**src/rtl/ebpc_pkg.sv**
```systemverilog
// Shared types and constants for the EBPC encoder back end.
// The source tag enum is carried on the merged stream and is also
// used internally as the round-robin grant.

package ebpc_pkg;

    // Word width of every EBPC stream port.
    localparam int DATA_W = 8;

    // Which encoder stream a word came from.
    typedef enum logic {
        SRC_ZNZ = 1'b0,
        SRC_BPC = 1'b1
    } ebpc_src_e;

    // The opposite source; there are only two requesters.
    function automatic ebpc_src_e other_src(input ebpc_src_e s);
        ebpc_src_e o;
        case (s)
            SRC_ZNZ: o = SRC_BPC;
            SRC_BPC: o = SRC_ZNZ;
            default: o = SRC_ZNZ;
        endcase
        return o;
    endfunction

endpackage

```
**src/rtl/ebpc_stream_mux_if.sv**
```systemverilog
// Valid/ready word stream with a source tag.
// The master drives data/src/vld and samples rdy; the slave does the opposite.
// The tag is meaningful on the merged stream only; encoder-side
// producers simply tie it to their own source.

interface ebpc_stream_mux_if #(
    parameter int W = ebpc_pkg::DATA_W
);
    import ebpc_pkg::*;

    logic [W-1:0] data;
    ebpc_src_e    src;
    logic         vld;
    logic         rdy;

    modport master (output data, output src, output vld, input rdy);
    modport slave  (input data, input src, input vld, output rdy);

endinterface

```
**src/rtl/ebpc_rr_arb.sv**
```systemverilog
// Two-requester round-robin arbiter with a bounded burst length.
// The current grant keeps winning until it has won MAX_BURST times
// in a row while the other requester is waiting. Grant and burst
// counter advance only when the pick is actually accepted, so stall
// cycles leave the arbitration state frozen.

module ebpc_rr_arb
    import ebpc_pkg::*;
#(
    parameter int MAX_BURST = 4,
    localparam int CNT_W = $clog2(MAX_BURST + 1)
) (
    input  logic      clk_i,
    input  logic      rst_ni,
    input  logic [1:0] vld_i,        // indexed by ebpc_src_e
    input  logic      accept_en_i,   // pick is consumed this cycle if valid
    output ebpc_src_e pick_o,
    output logic      pick_vld_o
);

    localparam logic [CNT_W-1:0] MAX_CNT = CNT_W'(MAX_BURST);

    ebpc_src_e        grant_q;
    ebpc_src_e        grant_d_s;
    logic [CNT_W-1:0] burst_cnt_q;
    logic [CNT_W-1:0] burst_cnt_d_s;
    ebpc_src_e        other_s;
    ebpc_src_e        pick_s;
    logic             pick_vld_s;
    logic             grant_vld_s;
    logic             other_vld_s;
    logic             burst_open_s;

    // Choose the requester to serve this cycle.
    always_comb begin
        other_s      = other_src(grant_q);
        grant_vld_s  = vld_i[grant_q];
        other_vld_s  = vld_i[other_s];
        burst_open_s = (burst_cnt_q < MAX_CNT);
        pick_s       = grant_q;
        pick_vld_s   = 1'b0;
        if (grant_vld_s && (burst_open_s || !other_vld_s)) begin
            pick_s     = grant_q;
            pick_vld_s = 1'b1;
        end else if (other_vld_s) begin
            pick_s     = other_s;
            pick_vld_s = 1'b1;
        end else begin
            pick_s     = grant_q;
            pick_vld_s = 1'b0;
        end
    end

    // Next grant and burst count; only an accepted pick moves them.
    always_comb begin
        grant_d_s     = grant_q;
        burst_cnt_d_s = burst_cnt_q;
        if (accept_en_i && pick_vld_s) begin
            if (pick_s == grant_q) begin
                grant_d_s = grant_q;
                if (burst_cnt_q == MAX_CNT) begin
                    burst_cnt_d_s = burst_cnt_q;
                end else begin
                    burst_cnt_d_s = burst_cnt_q + CNT_W'(1);
                end
            end else begin
                grant_d_s     = pick_s;
                burst_cnt_d_s = CNT_W'(1);
            end
        end else begin
            grant_d_s     = grant_q;
            burst_cnt_d_s = burst_cnt_q;
        end
    end

    // Arbitration state register.
    always_ff @(posedge clk_i or negedge rst_ni) begin
        if (!rst_ni) begin
            grant_q     <= SRC_ZNZ;
            burst_cnt_q <= {CNT_W{1'b0}};
        end else begin
            grant_q     <= grant_d_s;
            burst_cnt_q <= burst_cnt_d_s;
        end
    end

    assign pick_o     = pick_s;
    assign pick_vld_o = pick_vld_s;

endmodule

```
**src/rtl/ebpc_stream_mux.sv**
```systemverilog
// Merges the EBPC encoder's ZNZ and BPC output streams onto a single
// registered, source-tagged stream. One output register stage; it
// reloads whenever it is empty or being drained, so ready flows
// combinationally from the downstream port and a steady one word per
// cycle is sustained.

module ebpc_stream_mux
    import ebpc_pkg::*;
#(
    parameter int DATA_W    = ebpc_pkg::DATA_W,
    parameter int MAX_BURST = 4
) (
    input  logic                    clk_i,
    input  logic                    rst_ni,
    ebpc_stream_mux_if.slave        znz,
    ebpc_stream_mux_if.slave        bpc,
    ebpc_stream_mux_if.master       merged,
    output logic                    idle_o
);

    logic [DATA_W-1:0] data_r;
    ebpc_src_e         src_r;
    logic              vld_r;

    logic              load_en_s;
    logic [1:0]        vld_pair_s;
    ebpc_src_e         pick_s;
    logic              pick_vld_s;
    logic [DATA_W-1:0] pick_data_s;
    logic              znz_rdy_s;
    logic              bpc_rdy_s;

    assign load_en_s  = !vld_r || merged.rdy;
    assign vld_pair_s = {bpc.vld, znz.vld};

    ebpc_rr_arb #(
        .MAX_BURST (MAX_BURST)
    ) u_arb (
        .clk_i       (clk_i),
        .rst_ni      (rst_ni),
        .vld_i       (vld_pair_s),
        .accept_en_i (load_en_s),
        .pick_o      (pick_s),
        .pick_vld_o  (pick_vld_s)
    );

    // Only the picked source sees ready, and only when the register can load.
    always_comb begin
        znz_rdy_s = 1'b0;
        bpc_rdy_s = 1'b0;
        if (load_en_s && pick_vld_s) begin
            case (pick_s)
                SRC_ZNZ: znz_rdy_s = 1'b1;
                SRC_BPC: bpc_rdy_s = 1'b1;
                default: begin
                    znz_rdy_s = 1'b0;
                    bpc_rdy_s = 1'b0;
                end
            endcase
        end else begin
            znz_rdy_s = 1'b0;
            bpc_rdy_s = 1'b0;
        end
    end

    // Data of the picked source.
    always_comb begin
        pick_data_s = znz.data;
        case (pick_s)
            SRC_ZNZ: pick_data_s = znz.data;
            SRC_BPC: pick_data_s = bpc.data;
            default: pick_data_s = znz.data;
        endcase
    end

    // Output register: load on accept, empty when nothing is picked, hold on stall.
    always_ff @(posedge clk_i or negedge rst_ni) begin
        if (!rst_ni) begin
            data_r <= {DATA_W{1'b0}};
            src_r  <= SRC_ZNZ;
            vld_r  <= 1'b0;
        end else if (load_en_s) begin
            if (pick_vld_s) begin
                data_r <= pick_data_s;
                src_r  <= pick_s;
                vld_r  <= 1'b1;
            end else begin
                data_r <= data_r;
                src_r  <= src_r;
                vld_r  <= 1'b0;
            end
        end else begin
            data_r <= data_r;
            src_r  <= src_r;
            vld_r  <= vld_r;
        end
    end

    assign znz.rdy     = znz_rdy_s;
    assign bpc.rdy     = bpc_rdy_s;
    assign merged.data = data_r;
    assign merged.src  = src_r;
    assign merged.vld  = vld_r;
    assign idle_o      = !vld_r && !znz.vld && !bpc.vld;

endmodule

```
**src/flat_wrapper.sv**
```systemverilog
// flat-port wrapper written by rule: the top's interface ports become plain ports
module ebpc_stream_mux_flat import ebpc_pkg::*;
#(
    parameter int DATA_W    = ebpc_pkg::DATA_W,
    parameter int MAX_BURST = 4
)
  (clk_i, rst_ni, idle_o, znz_data, znz_src, znz_vld, znz_rdy, bpc_data, bpc_src, bpc_vld, bpc_rdy, merged_data, merged_src, merged_vld, merged_rdy);
  ebpc_stream_mux_if znz_i ();
  ebpc_stream_mux_if bpc_i ();
  ebpc_stream_mux_if merged_i ();
  input  logic clk_i;
  input  logic rst_ni;
  output logic idle_o;
  input wire logic [$bits(znz_i.data)-1:0] znz_data;
  input wire logic [$bits(znz_i.src)-1:0] znz_src;
  input wire logic [$bits(znz_i.vld)-1:0] znz_vld;
  output wire logic [$bits(znz_i.rdy)-1:0] znz_rdy;
  input wire logic [$bits(bpc_i.data)-1:0] bpc_data;
  input wire logic [$bits(bpc_i.src)-1:0] bpc_src;
  input wire logic [$bits(bpc_i.vld)-1:0] bpc_vld;
  output wire logic [$bits(bpc_i.rdy)-1:0] bpc_rdy;
  output wire logic [$bits(merged_i.data)-1:0] merged_data;
  output wire logic [$bits(merged_i.src)-1:0] merged_src;
  output wire logic [$bits(merged_i.vld)-1:0] merged_vld;
  input wire logic [$bits(merged_i.rdy)-1:0] merged_rdy;
  assign znz_i.data = znz_data;
  assign znz_i.src = znz_src;
  assign znz_i.vld = znz_vld;
  assign znz_rdy = znz_i.rdy;
  assign bpc_i.data = bpc_data;
  assign bpc_i.src = bpc_src;
  assign bpc_i.vld = bpc_vld;
  assign bpc_rdy = bpc_i.rdy;
  assign merged_data = merged_i.data;
  assign merged_src = merged_i.src;
  assign merged_vld = merged_i.vld;
  assign merged_i.rdy = merged_rdy;
  ebpc_stream_mux #(.DATA_W(DATA_W), .MAX_BURST(MAX_BURST)) u_core (.clk_i(clk_i), .rst_ni(rst_ni), .znz(znz_i), .bpc(bpc_i), .merged(merged_i), .idle_o(idle_o));
endmodule
```
**config.mk**
```make
export PLATFORM = sky130hd
export DESIGN_NAME = ebpc_stream_mux_flat
export DESIGN_NICKNAME = d
export VERILOG_FILES = /design/src/rtl/ebpc_pkg.sv /design/src/rtl/ebpc_stream_mux_if.sv /design/src/rtl/ebpc_rr_arb.sv /design/src/rtl/ebpc_stream_mux.sv /design/src/flat_wrapper.sv
export SDC_FILE = /design/constraint.sdc
export NUM_CORES = 1
export LEC_CHECK = 0
export ABC_AREA = 0
export ABC_CLOCK_PERIOD_IN_PS = 4400
export CORE_MARGIN = 2
export CORE_UTILIZATION = 44
export CTS_CLUSTER_SIZE = 14
export DETAILED_ROUTE_END_ITERATION = 16
export PLACE_DENSITY = 0.89
export SLEW_MARGIN = 40
export SYNTH_ARGS = -nofsm -noshare
export SYNTH_HDL_FRONTEND = slang
export SYNTH_SLANG_ARGS = --single-unit
```
**constraint.sdc**
```tcl
create_clock -name clk_i -period 4.4 [get_ports clk_i]
set_clock_uncertainty 0.15 [all_clocks]
set_input_delay 0.44 -clock clk_i [delete_from_list [all_inputs] [get_ports clk_i]]
set_output_delay 0.44 -clock clk_i [all_outputs]
set_load 0.01 [all_outputs]
```
==> results.py, run 1 <==
metrics = {
    "status": {
        "status": "finished clean",
    },
    "route": {
        "drtPass1Iterations": 4,
        "wl_per_cell_um": 16.6,
        "drc": 0,
        "totalWireLength_um": 2330,
        "vias_per_cell": 5.89,
        "via_count": 825,
        "drt_iter0_drc": 30,
        "ant_nets": 0,
    },
    "power_and_ir_drop": {
        "totalPowerFinal_uw": 562,
        "ir_drop_mv": 0.306,
        "p_sw_share_pct": 38.1,
        "pwr-share-clk_pct": 13.2,
        "leakagePower_uw": 0.000455,
        "seq_power_share_pct": 37.3,
        "p_int_uw": 348,
        "switchingPower_uw": 214,
        "p_per_area_nw_per_um2": 471,
        "comb_power_share_pct": 49.4,
    },
    "flow_run": {
        "maxCapViolations": 0,
    },
    "clock_network": {
        "cts-resized-gates": 0,
        "cts_buffer_depth": 2,
        "cts_hold_buf": 0,
        "ctsRootBufferMaster": "clkbuf_4",
        "numClockSinks": 14,
        "cts_setup_buffers": 0,
        "cts_tree": "done",
        "clock_latency_ns": 0.29,
        "cts-htree-levels": 1,
        "cts_buffers": 3,
        "cts.clk_slew.worst_paths_ns": 0.08,
    },
    "grt": {
        "grtUsageTotal_pct": 24.6,
        "grt_first_pass_wirelength_um": 3770,
        "grt_overflow_total": 0,
        "antenna_found_initial": 0,
        "grt_pass1_vias": 832,
        "grt_max_degree": 21,
    },
    "min_path": {
        "min_path_type": "flop to flop",
    },
    "synthesis": {
        "synthesis.area_sq_um": 840,
        "synth_edf_count": 0,
        "syn_nets": 110,
        "async_reset_ff_share_pct": 100,
        "synth_cell_types": 28,
        "synth_warnings": 0,
        "avgSynthCellArea_sq_um": 9.88,
        "ys.flop_type": "dfrtp_1",
        "synthCells": 85,
        "ys_seq_elements": 14,
        "synth-seq-area-share_pct": 41.7,
    },
    "worst_setup_path": {
        "critPathRequiredTime_ns": 3.81,
        "critPathMostFrequentCell": "clkdlybuf4s50_1",
        "crit_path_end_kind": "output pin",
        "critPathLaunchType": "primary input",
        "crit_path_cell_trace": "clkdlybuf4s50_1 -> nor2_1 -> o2bb2ai_2 -> and2_1 -> clkdlybuf4s50_1",
        "worstSetupPathType": "primary input to output pin",
        "cp.arrival_ns": 2.56,
        "cpPeakStageDelay_ns": 0.77,
        "crit_path_top_delay_cell": "clkdlybuf4s50_1",
        "crit_fanout": 14,
    },
    "place": {
        "dp_hpwl_um": 1710,
        "place_congestion": 0.796,
        "port_buffers": 33,
    },
    "sta": {
        "fmax_mhz": 317,
        "worstMarginPinSlew_ns": 0.738,
        "period_minus_slack_ns": 3.15,
        "period_share_pct": 71.6,
        "rsz0062_at_grt": "no",
        "slew_viol_final": 0,
        "fin_setup_tns_ns": 0,
        "setup_violations": 0,
        "hold_viol": 0,
        "maxSlewHeadroom_pct": 50.7,
    },
    "floorplanning": {
        "rows": 15,
        "ioPinCount": 36,
        "start_util_pct": 47.6,
        "die_width_um": 47.7,
        "core_sq_um": 1760,
        "die_area_sq_um": 2270,
        "die_y_um": 47.7,
    },
    "cells_and_area": {
        "diodes": 0,
        "area_growth_pct": 41.9,
        "final_nets": 142,
        "layout-drive-gt1-share_pct": 9.57,
    },
}
==> layout by cell type (no fill, tap or decap), types with 2 or more instances in the layout <==
cell type        instances
clkdlybuf4s50_1         33
nand3_1                  8
nor2_1                   5
and2_1                   2
dfrtp_1                 14
o211ai_1                 8
inv_1                    5
mux2_2                   3
o21ai_0                  8
o2111ai_1                8
clkbuf_4                 3
ha_1                     2
==> state kept, by name, summed over array words and instances, names as in the netlist <==
signal / flops
u_core.merged.data: 8
u_core.merged.src: 1
u_core.merged.vld: 1
u_core.u_arb.burst_cnt_q: 3
u_core.u_arb.grant_q: 1
==> power groups by stage <==
stage          Clock (uW)  Sequential [uW]  Combinational (uW)
2_1_floorplan           0              221                 146
3_3_place_gp            0              207                 261
4_1_cts              74.5              210                 277
3_5_place_dp            0              213                 274
6_report             74.3              210                 278
5_1_grt              81.2              215                 300
==> synth_stat cells, types with 2 or more instances <==
cell type   n  area, sq um
and2_1      2         12.5
buf_2       5         25.0
dfrtp_1    14          350
ha_1        2         25.0
inv_1       5         18.8
mux2_2      3         33.8
nand3_1     8         40.0
nor2_1      5         18.8
o2111ai_1   8         70.1
o211ai_1    8         60.1
o21ai_0     8         40.0
==> stage by stage <==
stage          instances  worst slack [ns]  util, %  hold slack [ns]  area, sq um
2_1_floorplan         85              2.60        -         -0.00559          840
4_1_cts              140              1.25     67.5            0.371         1190
6_report             140              1.25     67.5            0.367         1190
3_3_place_gp         137              1.34     66.2            0.346         1170
5_1_grt              140              1.15     67.5            0.394         1190
3_5_place_dp         137              1.25     66.2            0.352         1170
==> routing by layer <==
layer / GRT usage [%] / wire [um] / up-vias
li1: - / - / 382
met1: 28.8 / 933 / 400
met2: 42.7 / 1200 / 34
met3: 4.15 / 124 / 9
met4: 13.0 / 68 / 0
met5: 0 / 0 / -
==> worst paths after layout <==
| kind | cells after the start | endpoint | start | slack (ns) |
|---|---|---|---|---|
| setup / recovery | 5 | bpc_rdy | bpc_vld | 1.25 |
| hold / removal | 1 | u_core.merged.src | u_core.merged.src | 0.37 |
| setup reg to reg | 3 | u_core.u_arb.grant_q | u_core.merged.vld | 2.53 |
| hold reg to reg | 1 | u_core.merged.src | u_core.merged.src | 0.37 |
| max in group asynchronous | 1 | u_core.u_arb.burst_cnt_q[1] | rst_ni | 3.31 |
| min in group asynchronous | 1 | u_core.merged.data[0] | rst_ni | 0.38 |
==> cell type report <==
cell class,instances,area [sq um]
Fill cell,149,573
Multi-Input combinational cell,59,430
Sequential cell,14,350
Timing Repair Buffer,34,338
Tap cell,25,31.3
Clock buffer,3,22.5
Inverter,5,18.8
==> critical path: cells and delay by family <==
family | cells | cell delay, ns
compound gates | 1 | 0.48
buf+inv | 2 | 1.31
simple gates | 2 | 0.32
==> cell families (layout without fill, tap and decap cells) <==
family / Yosys count / in the layout / share of synthesized area, %
adders and majority gates: 2 / 2 / 2.98
buffers and inverters: 12 / 42 / 7.00
muxes: 4 / 4 / 5.22
xor gates and xnor gates: 1 / 1 / 1.94
DFF: 14 / 14 / 41.7
AOI/OAI and AO/OA: 30 / 30 / 27.7
and+or+nand+nor: 22 / 22 / 13.4
Note: power is estimated with default switching activity, not from simulation.
==> run 2: changes to the inputs <==
ABC_CLOCK_PERIOD_IN_PS = 3100   (was 4400)
CORE_UTILIZATION = 41   (was 44)
PLACE_DENSITY = 0.84   (was 0.89)
clock period = 3.1 ns   (was 4.4 ns; I/O delays follow)
==> run 2 against run 1 <==
Critical path depth unchanged; cell count up 4.3%; utilization down 4.2 points; die area up 6.7%; highest routed layer unchanged.
==> results.py, run 2 (synthesized netlist as in run 1, its figures left out) <==
metrics = {
    "status": {
        "status": "finished clean",
    },
    "grt": {
        "grt_max_degree": 18,
        "grt_pass1_vias": 799,
        "grt_first_pass_wirelength_um": 3900,
        "grtUsageTotal_pct": 21.0,
        "grt_overflow_total": 0,
        "antenna_found_initial": 0,
    },
    "sta": {
        "hold_viol": 0,
        "period_share_pct": 84.4,
        "setup_violations": 0,
        "holdWs_ns": 0.254,
        "slew_viol_final": 0,
        "fmax_mhz": 382,
        "worstMarginPinSlew_ns": 0.726,
        "worst_slack_ns": 0.485,
        "rsz0062_at_grt": "no",
        "maxSlewHeadroom_pct": 51.5,
        "fin_setup_tns_ns": 0,
        "period_minus_slack_ns": 2.61,
    },
    "floorplanning": {
        "die_width_um": 49.3,
        "die_y_um": 49.3,
        "start_util_pct": 43.2,
        "rows": 16,
        "core_sq_um": 1940,
        "ioPinCount": 36,
        "die_area_sq_um": 2430,
    },
    "clock_network": {
        "cts_buffer_depth": 2,
        "cts_setup_buffers": 0,
        "cts_hold_buf": 0,
        "cts_tree": "done",
        "ctsRootBufferMaster": "clkbuf_4",
        "clock_latency_ns": 0.29,
        "cts_buffers": 3,
        "cts-htree-levels": 1,
        "cts-resized-gates": 0,
        "cts.clk_slew.worst_paths_ns": 0.10,
        "numClockSinks": 14,
    },
    "worst_setup_path": {
        "crit_fanout": 11,
        "r2r_end": "u_core.merged.src",
        "crit_path_end_kind": "output pin",
        "crit_path_cell_trace": "clkdlybuf4s50_1 -> nor2b_1 -> nor2_1 -> and2_1 -> clkdlybuf4s50_1",
        "crit_path_top_delay_cell": "nor2b_1",
        "rrSetupSlack_ns": 1.35,
        "worst-path-buf-inv": 2,
        "cp.arrival_ns": 2.15,
        "critPathRequiredTime_ns": 2.64,
        "reg2regPathDepth": 3,
        "cpLargestDelayFamily": "simple AND/OR/NAND/NOR gates",
        "critPathLaunchType": "primary input",
        "cp_num_cells": 5,
        "rr_startpoint": "u_core.merged.vld",
        "worstSetupPathType": "primary input to output pin",
        "critPathMostFrequentCell": "clkdlybuf4s50_1",
        "cpPeakStageDelay_ns": 0.58,
    },
    "route": {
        "wl_per_cell_um": 16.1,
        "drtPass1Iterations": 4,
        "drc": 0,
        "drt_iter0_drc": 14,
        "via_count": 834,
        "vias_per_cell": 5.71,
        "ant_nets": 0,
        "totalWireLength_um": 2350,
    },
    "cells_and_area": {
        "area_growth_pct": 46.5,
        "layout_common_cells": "clkdlybuf4s50_1, dfrtp_1",
        "largest_reg_flops": 8,
        "final_common_cell": "clkdlybuf4s50_1",
        "layout-drive-gt1-share_pct": 12.6,
        "final_nets": 145,
        "stdcell_area_sq_um": 1230,
        "fillers": 170,
        "diodes": 0,
        "fin_util_pct": 63.3,
    },
    "place": {
        "dpl_cell_area_sq_um": 1190,
        "port_buffers": 33,
        "place_ws_ns": 0.493,
        "place_congestion": 0.801,
        "dp_hpwl_um": 1720,
    },
    "power_and_ir_drop": {
        "p_int_uw": 528,
        "ir_drop_mv": 0.398,
        "leakagePower_uw": 0.000476,
        "p_per_area_nw_per_um2": 679,
        "pwr-share-clk_pct": 16.7,
        "switchingPower_uw": 307,
        "seq_power_share_pct": 35.7,
        "comb_power_share_pct": 47.6,
        "p_sw_share_pct": 36.8,
    },
    "min_path": {
        "min_path_type": "primary input to async pin",
    },
    "flow_run": {
        "maxCapViolations": 0,
    },
}
## run 2: how the worst max path moves through the flow
stage	start	endpoint	slack (ns)
after floorplan	u_core.u_arb.burst_cnt_q[2]	bpc_rdy	1.44
after global placement	merged_rdy	bpc_rdy	0.51
after detailed placement	bpc_vld	znz_rdy	0.49
after CTS	bpc_vld	bpc_rdy	0.48
after global routing	merged_rdy	bpc_rdy	0.34
final	merged_rdy	bpc_rdy	0.49
## run 2: power groups by stage
stage          Clock [uW]  Sequential (uW)  Combinational (uW)
6_report              139              299                 397
5_1_grt               145              309                 433
4_1_cts               137              300                 401
3_5_place_dp            0              304                 397
3_3_place_gp            0              295                 383
2_1_floorplan           0              314                 207
## run 2: metal layers
layer	global-route usage (%)	routed length (um)	up-vias
li1	-	-	391
met1	26.2	937	409
met2	35.1	1230	26
met3	3.37	116	8
met4	10.0	58	0
met5	0	0	-
## run 2: through the flow
stage,power [uW],std cells
after floorplan,521,85
after global placement,678,142
after detailed placement,701,142
after CTS,838,146
after global routing,887,146
final,835,146
## run 2: layout make-up
cell class	count	area, sq um	area share, %
clock buffer	4	36.3	2.95
inverter	5	18.8	1.53
multi-input combinational	59	430	35.0
sequential	14	350	28.5
tap	27	33.8	2.75
timing repair buffer	37	360	29.3
==> run 3: changes to the inputs <==
ABC_CLOCK_PERIOD_IN_PS = 2700   (was 3100)
clock period = 2.7 ns   (was 3.1 ns; I/O delays follow)
==> run 3 against run 2 <==
Clock power shrank 12%; combinational power grew 23%; design area increased by 0.10%; hold slack worse by 0.034 ns; die area stayed put; clock-buffer cell count is 1 lower; sequential power rose by 14%; via count up 0.48%; critical endpoint unchanged.
==> results.py, run 3 (synthesized netlist as in run 1, its figures left out) <==
metrics = {
    "sta": {
        "fmax_mhz": 387,
        "slew_viol_final": 0,
        "fin_setup_tns_ns": 0,
        "setup_violations": 0,
        "hold_viol": 0,
        "period_share_pct": 95.6,
        "maxSlewHeadroom_pct": 48.5,
        "period_minus_slack_ns": 2.58,
        "rsz0062_at_grt": "no",
        "worstMarginPinSlew_ns": 0.772,
    },
    "floorplanning": {
        "ioPinCount": 36,
        "die_y_um": 49.3,
        "die_area_sq_um": 2430,
        "rows": 16,
        "start_util_pct": 43.2,
        "core_sq_um": 1940,
        "die_width_um": 49.3,
    },
    "place": {
        "place_congestion": 0.813,
        "place_inst": 144,
        "port_buffers": 33,
        "dp_hpwl_um": 1780,
    },
    "route": {
        "drc": 0,
        "drt_iter0_drc": 18,
        "wl_per_cell_um": 16.2,
        "totalWireLength_um": 2380,
        "ant_nets": 0,
        "drtPass1Iterations": 5,
        "vias_per_cell": 5.70,
        "via_count": 838,
    },
    "worst_setup_path": {
        "crit_fanout": 11,
        "worstSetupPathType": "flop to output pin",
        "rrSetupSlack_ns": 0.93,
        "r2r_end": "u_core.merged.src",
        "crit_path_end": "bpc_rdy",
        "cp.arrival_ns": 2.16,
        "critPathRequiredTime_ns": 2.28,
        "critPathLaunchType": "flop",
        "reg2regPathDepth": 3,
        "crit_path_end_kind": "output pin",
        "crit_path_start": "u_core.merged.vld",
        "rr_startpoint": "u_core.merged.vld",
    },
    "grt": {
        "grt_max_degree": 15,
        "antenna_found_initial": 0,
        "grt_pass1_vias": 857,
        "grt_overflow_total": 0,
        "grtUsageTotal_pct": 22.1,
        "grt_first_pass_wirelength_um": 4060,
    },
    "status": {
        "status": "finished clean",
    },
    "power_and_ir_drop": {
        "totalPowerFinal_uw": 954,
        "leakagePower_uw": 0.000478,
        "p_int_uw": 601,
        "p_sw_share_pct": 37.0,
        "p_per_area_nw_per_um2": 775,
        "switchingPower_uw": 353,
        "ir_drop_mv": 0.490,
        "seq_power_share_pct": 35.8,
        "comb_power_share_pct": 51.3,
        "pwr-share-clk_pct": 12.9,
    },
    "clock_network": {
        "cts_tree": "done",
        "cts_buffer_depth": 2,
        "numClockSinks": 14,
        "cts_buffers": 3,
        "cts-resized-gates": 0,
        "cts.clk_slew.worst_paths_ns": 0.08,
        "cts-htree-levels": 1,
        "cts_setup_buffers": 0,
        "ctsRootBufferMaster": "clkbuf_4",
        "clock_latency_ns": 0.29,
        "cts_hold_buf": 0,
    },
    "min_path": {
        "min_path_type": "primary input to async pin",
    },
    "cells_and_area": {
        "final_nets": 147,
        "diodes": 0,
        "area_growth_pct": 46.6,
        "layout-drive-gt1-share_pct": 13.3,
        "fin_cells": 147,
        "largest_reg_flops": 8,
        "layout_common_cells": "clkdlybuf4s50_1, dfrtp_1",
        "fin_util_pct": 63.4,
        "final_common_cell": "clkdlybuf4s50_1",
    },
    "flow_run": {
        "maxCapViolations": 0,
    },
}
[run 3: changes by cell type in the layout (fill, tap and decap cells not counted), sizes merged]
cell,delta
clkbuf,-1
buf,+2
[run 3: critical path: stages, from the launching register on]
cell,delay [ns]
dfrtp_1,0.39
nor2b_1,0.64
nor2_1,0.17
and2_1,0.19
clkdlybuf4s50_1,0.48
[run 3: layer usage]
layer / vias to the layer above / global-route usage [%] / wire length, um
li1: 398 / - / -
met1: 407 / 29.0 / 1030
met2: 26 / 33.6 / 1170
met3: 7 / 4.29 / 103
met4: 0 / 12.9 / 74
met5: - / 0 / 0
[run 3: per-stage QoR]
step	setup slack [ns]	cell area [sq um]	hold slack, ns
finish	0.119	1230	0.220
global route	0.00714	1230	0.286
CTS	0.0939	1230	0.247
detailed placement	0.126	1210	0.350
global placement	0.214	1210	0.349
floorplan	1.08	840	-0.176
[run 3: worst min-delay path by stage]
| stage | endpoint | slack, ns | depth (start not counted) |
|---|---|---|---|
| after floorplan | u_core.merged.data[0] | -0.18 | 0 |
| after CTS | u_core.merged.vld | 0.25 | 1 |
| after global placement | u_core.merged.src | 0.35 | 1 |
| after detailed placement | u_core.merged.src | 0.35 | 1 |
| final | u_core.merged.vld | 0.22 | 1 |
| after global routing | u_core.merged.vld | 0.29 | 1 |
[run 3: final cells by class]
class                      instances  area [sq um]
inverter                           5          18.8
tap                               27          33.8
sequential                        14           350
fill                             177           711
clock buffer                       3          22.5
multi-input combinational         59           430
timing repair buffer              39           375
[run 3: power groups by stage]
stage | clock network [uW] | logic [uW] | registers [uW]
2_1_floorplan | 0 | 238 | 360
3_3_place_gp | 0 | 471 | 339
3_5_place_dp | 0 | 487 | 347
4_1_cts | 128 | 492 | 343
5_1_grt | 134 | 529 | 351
6_report | 123 | 489 | 341
